File: src/rtl/sprite_addr_cal.sv
// sprite_addr_cal: per-sprite pattern-memory address generator.
// Maps the raster position to a pixel address inside one sprite's pattern and
// flags whether that position is covered by the visible sprite.
// One output register stage gives a latency of one clock.
// Optional feature: define ADDR_CAL_FLIP_EN to honour the horizontal flip bit
// (sprite_info[30]). When it is undefined, bit 30 is ignored.
module sprite_addr_cal (
    input  logic        clk,
    input  logic        reset,
    input  logic [79:0] pattern_info,
    input  logic [31:0] sprite_info,
    input  logic [9:0]  hcount,
    input  logic [9:0]  vcount,
    output logic [15:0] addr_output,
    output logic        valid
);

    logic [15:0] base;
    logic [15:0] src_w;
    logic [15:0] src_h;
    logic [15:0] disp_w;
    logic [15:0] disp_h;
    logic        visible;
    logic        flipped;
    logic [9:0]  pos_x;
    logic [9:0]  pos_y;
    logic [9:0]  shift;

    assign base    = pattern_info[79:64];
    assign src_w   = pattern_info[63:48];
    assign src_h   = pattern_info[47:32];
    assign disp_w  = pattern_info[31:16];
    assign disp_h  = pattern_info[15:0];
    assign visible = sprite_info[31];
    assign flipped = sprite_info[30];
    assign pos_x   = sprite_info[29:20];
    assign pos_y   = sprite_info[19:10];
    assign shift   = sprite_info[9:0];

    // 12-bit signed offsets; a negative left edge clips at the screen edge
    logic [11:0] xs;
    logic [11:0] col;
    logic [11:0] row;
    logic [15:0] col16;
    logic [15:0] row16;
    logic [15:0] col_src;
    logic [15:0] tile_col;
    logic [15:0] tile_row;
    logic [15:0] row_base;
    logic        hit;
    logic [15:0] addr_next;

    // Hit detection and address arithmetic for the current raster position
    always_comb begin
        xs    = {2'b00, pos_x} - {2'b00, shift};
        col   = {2'b00, hcount} - xs;
        row   = {2'b00, vcount} - {2'b00, pos_y};
        col16 = {4'h0, col};
        row16 = {4'h0, row};

        // Sign bits are checked first so the unsigned compares only see
        // non-negative offsets; zero display size can never satisfy "<".
        hit = visible && !col[11] && !row[11] &&
              (col16 < disp_w) && (row16 < disp_h);

`ifdef ADDR_CAL_FLIP_EN
        col_src = flipped ? (disp_w - 16'd1 - col16) : col16;
`else
        col_src = col16;
`endif

        // Power-of-two source sizes make the mask act as a modulo, so a short
        // source tiles across a larger display area.
        tile_col  = col_src & (src_w - 16'd1);
        tile_row  = row16 & (src_h - 16'd1);
        row_base  = 16'(tile_row * src_w);
        addr_next = hit ? (base + row_base + tile_col) : '0;
    end

`ifndef ADDR_CAL_FLIP_EN
    logic unused_flip;
    assign unused_flip = flipped;
`endif

    // Output register: reset clears outputs, otherwise capture this cycle's result
    always_ff @(posedge clk) begin
        if (reset) begin
            addr_output <= '0;
            valid       <= 1'b0;
        end else begin
            addr_output <= addr_next;
            valid       <= hit;
        end
    end

endmodule

File: config.mk
export PLATFORM = sky130hd
export DESIGN_NAME = sprite_addr_cal
export DESIGN_NICKNAME = d
export VERILOG_FILES = /design/src/rtl/sprite_addr_cal.sv
export SDC_FILE = /design/constraint.sdc
export NUM_CORES = 1
export LEC_CHECK = 0
export BUFFER_PORTS_ARGS = -buffer_cell sky130_fd_sc_hd__buf_2
export CAP_MARGIN = 20
export CORE_ASPECT_RATIO = 0.6
export CORE_MARGIN = 2
export CORE_UTILIZATION = 46
export DETAILED_ROUTE_END_ITERATION = 7
export PLACE_DENSITY = 0.73
export REMOVE_ABC_BUFFERS = 1
export SKIP_CTS_REPAIR_TIMING = 1
export SLEW_MARGIN = 30
export SYNTH_ARGS = -nofsm -noshare
export SYNTH_HDL_FRONTEND = slang
export SYNTH_SLANG_ARGS = --single-unit
File: constraint.sdc
create_clock -name clk -period 9 [get_ports clk]
set_input_delay 1.35 -clock clk [delete_from_list [all_inputs] [get_ports clk]]
set_output_delay 1.35 -clock clk [all_outputs]
set_load 0.005 [all_outputs]
==> impl_metrics.xml <==
<?xml version="1.0" encoding="UTF-8"?>
<metrics>
  <group name="critical_path">
    <metric name="critical_path.endpoint_type" unit="">flip-flop</metric>
    <metric name="worst_path_most_repeated_cell" unit="">sky130_fd_sc_hd__a21o_1</metric>
    <metric name="cp_max_fo" unit="">4</metric>
    <metric name="timing.setup.critical_path_class" unit="">in2reg</metric>
    <metric name="timing.critical_path.from_type" unit="">primary input</metric>
    <metric name="worst_path_largest_cell_delay" unit="ns">0.53</metric>
    <metric name="worst_ep_required_time" unit="ns">9.18</metric>
    <metric name="worstPathArrival" unit="ns">8.75</metric>
    <metric name="critical_path_top_delay_cell" unit="">sky130_fd_sc_hd__fa_1</metric>
  </group>
  <group name="timing">
    <metric name="holdWs" unit="ns">1.513</metric>
    <metric name="worst-slew-pin-transition" unit="ns">0.6028</metric>
    <metric name="report.final.slew_viol_count" unit="">0</metric>
    <metric name="rsz0062_at_grt" unit="">false</metric>
    <metric name="relSlewSlack" unit="%">59.44</metric>
    <metric name="final-setup-viol-count" unit="">0</metric>
    <metric name="period_needed" unit="ns">8.566</metric>
    <metric name="max_freq" unit="MHz">116.7</metric>
    <metric name="finalCritPeriodShare" unit="%">95.18</metric>
    <metric name="timing.setup.tns" unit="ns">0</metric>
    <metric name="hold_fails_final_rpt" unit="">0</metric>
  </group>
  <group name="route">
    <metric name="post_drt_via_cell_ratio" unit="">4.816</metric>
    <metric name="antenna_violating_nets_post_route" unit="">0</metric>
    <metric name="first_iter_violations" unit="">264</metric>
    <metric name="drc" unit="">0</metric>
    <metric name="drt_first_pass_iters" unit="">4</metric>
    <metric name="routed-via-count" unit="">5933</metric>
    <metric name="routed_wl" unit="µm">17940</metric>
    <metric name="avgRoutedWirePerCell" unit="µm">14.56</metric>
  </group>
  <group name="finish">
    <metric name="syn_to_final_growth" unit="%">16.38</metric>
    <metric name="drive_above_1_share" unit="%">17.70</metric>
    <metric name="ff_latch_area" unit="µm²">340.3</metric>
    <metric name="leading_cell_types_in_the_layout_fill_and_taps_excluded" unit="">217 x sky130_fd_sc_hd__inv_1, 145 x sky130_fd_sc_hd__buf_2, 108 x sky130_fd_sc_hd__ha_1</metric>
    <metric name="layout.nets" unit="">1375</metric>
    <metric name="instances_no_fill" unit="">1232</metric>
    <metric name="filler_cells" unit="">1475</metric>
    <metric name="multiInputGateArea" unit="mm²">0.005943</metric>
    <metric name="most_frequent_standard_cell_in_the_layout_excluding_fill_and_tap_cells" unit="">sky130_fd_sc_hd__inv_1</metric>
  </group>
  <group name="power">
    <metric name="clock_power_share" unit="%">3.7</metric>
    <metric name="power.switching_fraction" unit="%">51.34</metric>
    <metric name="p_switching" unit="mW">1.296</metric>
    <metric name="p_int" unit="mW">1.229</metric>
    <metric name="power_per_cell_area" unit="mW/mm²">303.2</metric>
    <metric name="max-vdd-ir-drop" unit="V">0.0002168</metric>
    <metric name="pwr-share-seq" unit="%">3.7</metric>
    <metric name="combinationalPowerShare" unit="%">92.6</metric>
    <metric name="leakage" unit="nW">4.690</metric>
  </group>
  <group name="floorplanning">
    <metric name="num_rows" unit="">35</metric>
    <metric name="design.portCount" unit="">151</metric>
    <metric name="die-width" unit="µm">165.0</metric>
    <metric name="initial_utilization" unit="%">46.82</metric>
    <metric name="design.die.area" unit="mm²">0.01660</metric>
    <metric name="std_cell_core_area" unit="mm²">0.01528</metric>
    <metric name="die_y_extent" unit="µm">100.6</metric>
  </group>
  <group name="place">
    <metric name="place.gp.congestion" unit="">0.8783</metric>
    <metric name="placedCellCount" unit="">1227</metric>
    <metric name="port_buffers" unit="">145</metric>
    <metric name="dp_hpwl" unit="µm">15970</metric>
  </group>
  <group name="clocking">
    <metric name="clk_root_buffer_cell" unit="">sky130_fd_sc_hd__clkbuf_16</metric>
    <metric name="cts_tree" unit="">built</metric>
    <metric name="cts.reportedPaths.clkPinSlew" unit="ns">0.06</metric>
    <metric name="ctsLongestPathBuffers" unit="">2</metric>
    <metric name="ctsHtreeMaxLevel" unit="">1</metric>
    <metric name="cts_buffers" unit="">3</metric>
    <metric name="cts.sinks" unit="">17</metric>
  </group>
  <group name="global_routing">
    <metric name="grt_max_degree" unit="">18</metric>
    <metric name="grt_util_all_layers" unit="%">22.71</metric>
    <metric name="first_global_vias" unit="">6034</metric>
    <metric name="grt_remaining_overflow" unit="">0</metric>
    <metric name="grt_pass1_wl" unit="µm">29460</metric>
    <metric name="number_of_antenna_violations_at_the_first_check_in_global_routing" unit="">1</metric>
  </group>
  <group name="logic_synthesis">
    <metric name="synth.cell_area" unit="mm²">0.007156</metric>
    <metric name="synth_flop_cell" unit="">sky130_fd_sc_hd__dfxtp_1</metric>
    <metric name="post_synth_inst_count" unit="">876</metric>
    <metric name="synthesis.yosys.warnings" unit="">0</metric>
    <metric name="synth_top_area_cells" unit="">sky130_fd_sc_hd__fa_1 29%, sky130_fd_sc_hd__ha_1 19%, sky130_fd_sc_hd__inv_1 11%</metric>
    <metric name="postSynth.asyncResetShare" unit="%">0</metric>
    <metric name="yosys.area.top_type" unit="">sky130_fd_sc_hd__fa_1</metric>
    <metric name="synth.avg_cell_area" unit="µm²">8.169</metric>
    <metric name="synth-edff-count" unit="">0</metric>
    <metric name="synth-seq-area-share" unit="%">4.756</metric>
    <metric name="yosysUniqueCellTypes" unit="">45</metric>
    <metric name="ys_ff_latch" unit="">17</metric>
    <metric name="synth_largest_type_area_fraction" unit="%">29.10</metric>
  </group>
  <group name="status">
    <metric name="run_status" unit="">finished, final reports clean</metric>
  </group>
  <group name="hold_path">
    <metric name="min_delay_worst_type" unit="">in2reg</metric>
    <metric name="min_path_cells" unit="">4</metric>
  </group>
  <group name="flow_run">
    <metric name="timing.max_cap.violations" unit="">0</metric>
  </group>
</metrics>
[per-stage QoR]
step           instance area, µm²  util (%)  setup slack (ns)  power, mW
4_1_cts                      8310     54.38            0.2754      2.586
5_1_grt                      8325     54.47           0.01941      2.862
3_3_place_gp                 8228     53.84           0.05693      2.434
3_5_place_dp                 8228     53.84           0.06156      2.475
2_1_floorplan                7083         -            0.4081      1.956
6_report                     8328     54.49            0.4337      2.525
[critical path: cells and delay by family]
| family | cells | cell delay, ns |
|---|---|---|
| AOI/OAI and AO/OA | 11 | 2.08 |
| xor gates and xnor gates | 3 | 0.85 |
| adders and majority gates | 8 | 3.38 |
| buffers and inverters | 5 | 0.29 |
| and+or+nand+nor | 7 | 0.79 |
[area by class of cell]
type,count,area share (%)
Multi-Input combinational cell,623,71.36
Antenna cell,1,0.03005
Clock inverter,1,0.09014
Tap cell,203,3.050
Inverter,217,9.781
Timing Repair Buffer,167,10.70
Clock buffer,3,0.9014
Sequential cell,17,4.087
[registers in the layout, summed over array words and instances (netlist names)]
| register | count |
|---|---|
| addr_output | 16 |
| valid | 1 |
[worst paths after layout]
check	from	end	slack [ns]
worst min-delay path	pattern_info[64]	addr_output[0]	1.51
worst max-delay path	sprite_info[1]	addr_output[15]	0.43
[power groups by stage]
| stage | Clock [mW] | Combinational, mW | Sequential (mW) |
|---|---|---|---|
| 2_1_floorplan | 0 | 1.86 | 0.0969 |
| 4_1_cts | 0.0941 | 2.40 | 0.0938 |
| 5_1_grt | 0.0993 | 2.67 | 0.0942 |
| 6_report | 0.0923 | 2.34 | 0.0934 |
| 3_3_place_gp | 0 | 2.34 | 0.0948 |
| 3_5_place_dp | 0 | 2.38 | 0.0954 |
[cell usage after synthesis, drive strengths merged (2+ instances only)]
library cell / number
o31a: 2
o2111ai: 4
nand2b: 10
dfxtp: 17
nor2: 42
nand2: 92
xnor2: 36
o21a: 8
ha: 108
and2: 47
a211oi: 4
or3: 4
o41ai: 2
xnor3: 4
o21ai: 16
inv: 217
and3: 13
nor4: 8
a31oi: 2
nand4: 3
nor3: 15
a21boi: 2
fa: 104
a21oi: 20
a21o: 15
nor2b: 9
or2: 4
xor2: 29
o21bai: 3
or4: 5
clkbuf: 18
nand3: 4
[metal layers]
layer / vias to the layer above / global-route usage, % / share of wire [%]
li1: 3009 / - / -
met1: 2683 / 35.18 / 51
met2: 229 / 33.65 / 38
met3: 12 / 3.579 / 10
met4: 0 / 3.813 / 1.1
met5: - / 0 / 0
[cell families (layout without fill, tap and decap cells)]
kind of cell / after synthesis / in the layout / share of synthesized area [%]
and+or+nand+nor: 257 / 257 / 17.68
buffers and inverters: 236 / 388 / 12.40
xor gates and xnor gates: 69 / 69 / 9.215
adders and majority gates: 212 / 212 / 47.98
other: 0 / 1 / 0
DFF: 17 / 17 / 4.756
AOI/OAI and AO/OA: 85 / 85 / 7.974
Note: power is estimated with default switching activity, not from simulation.
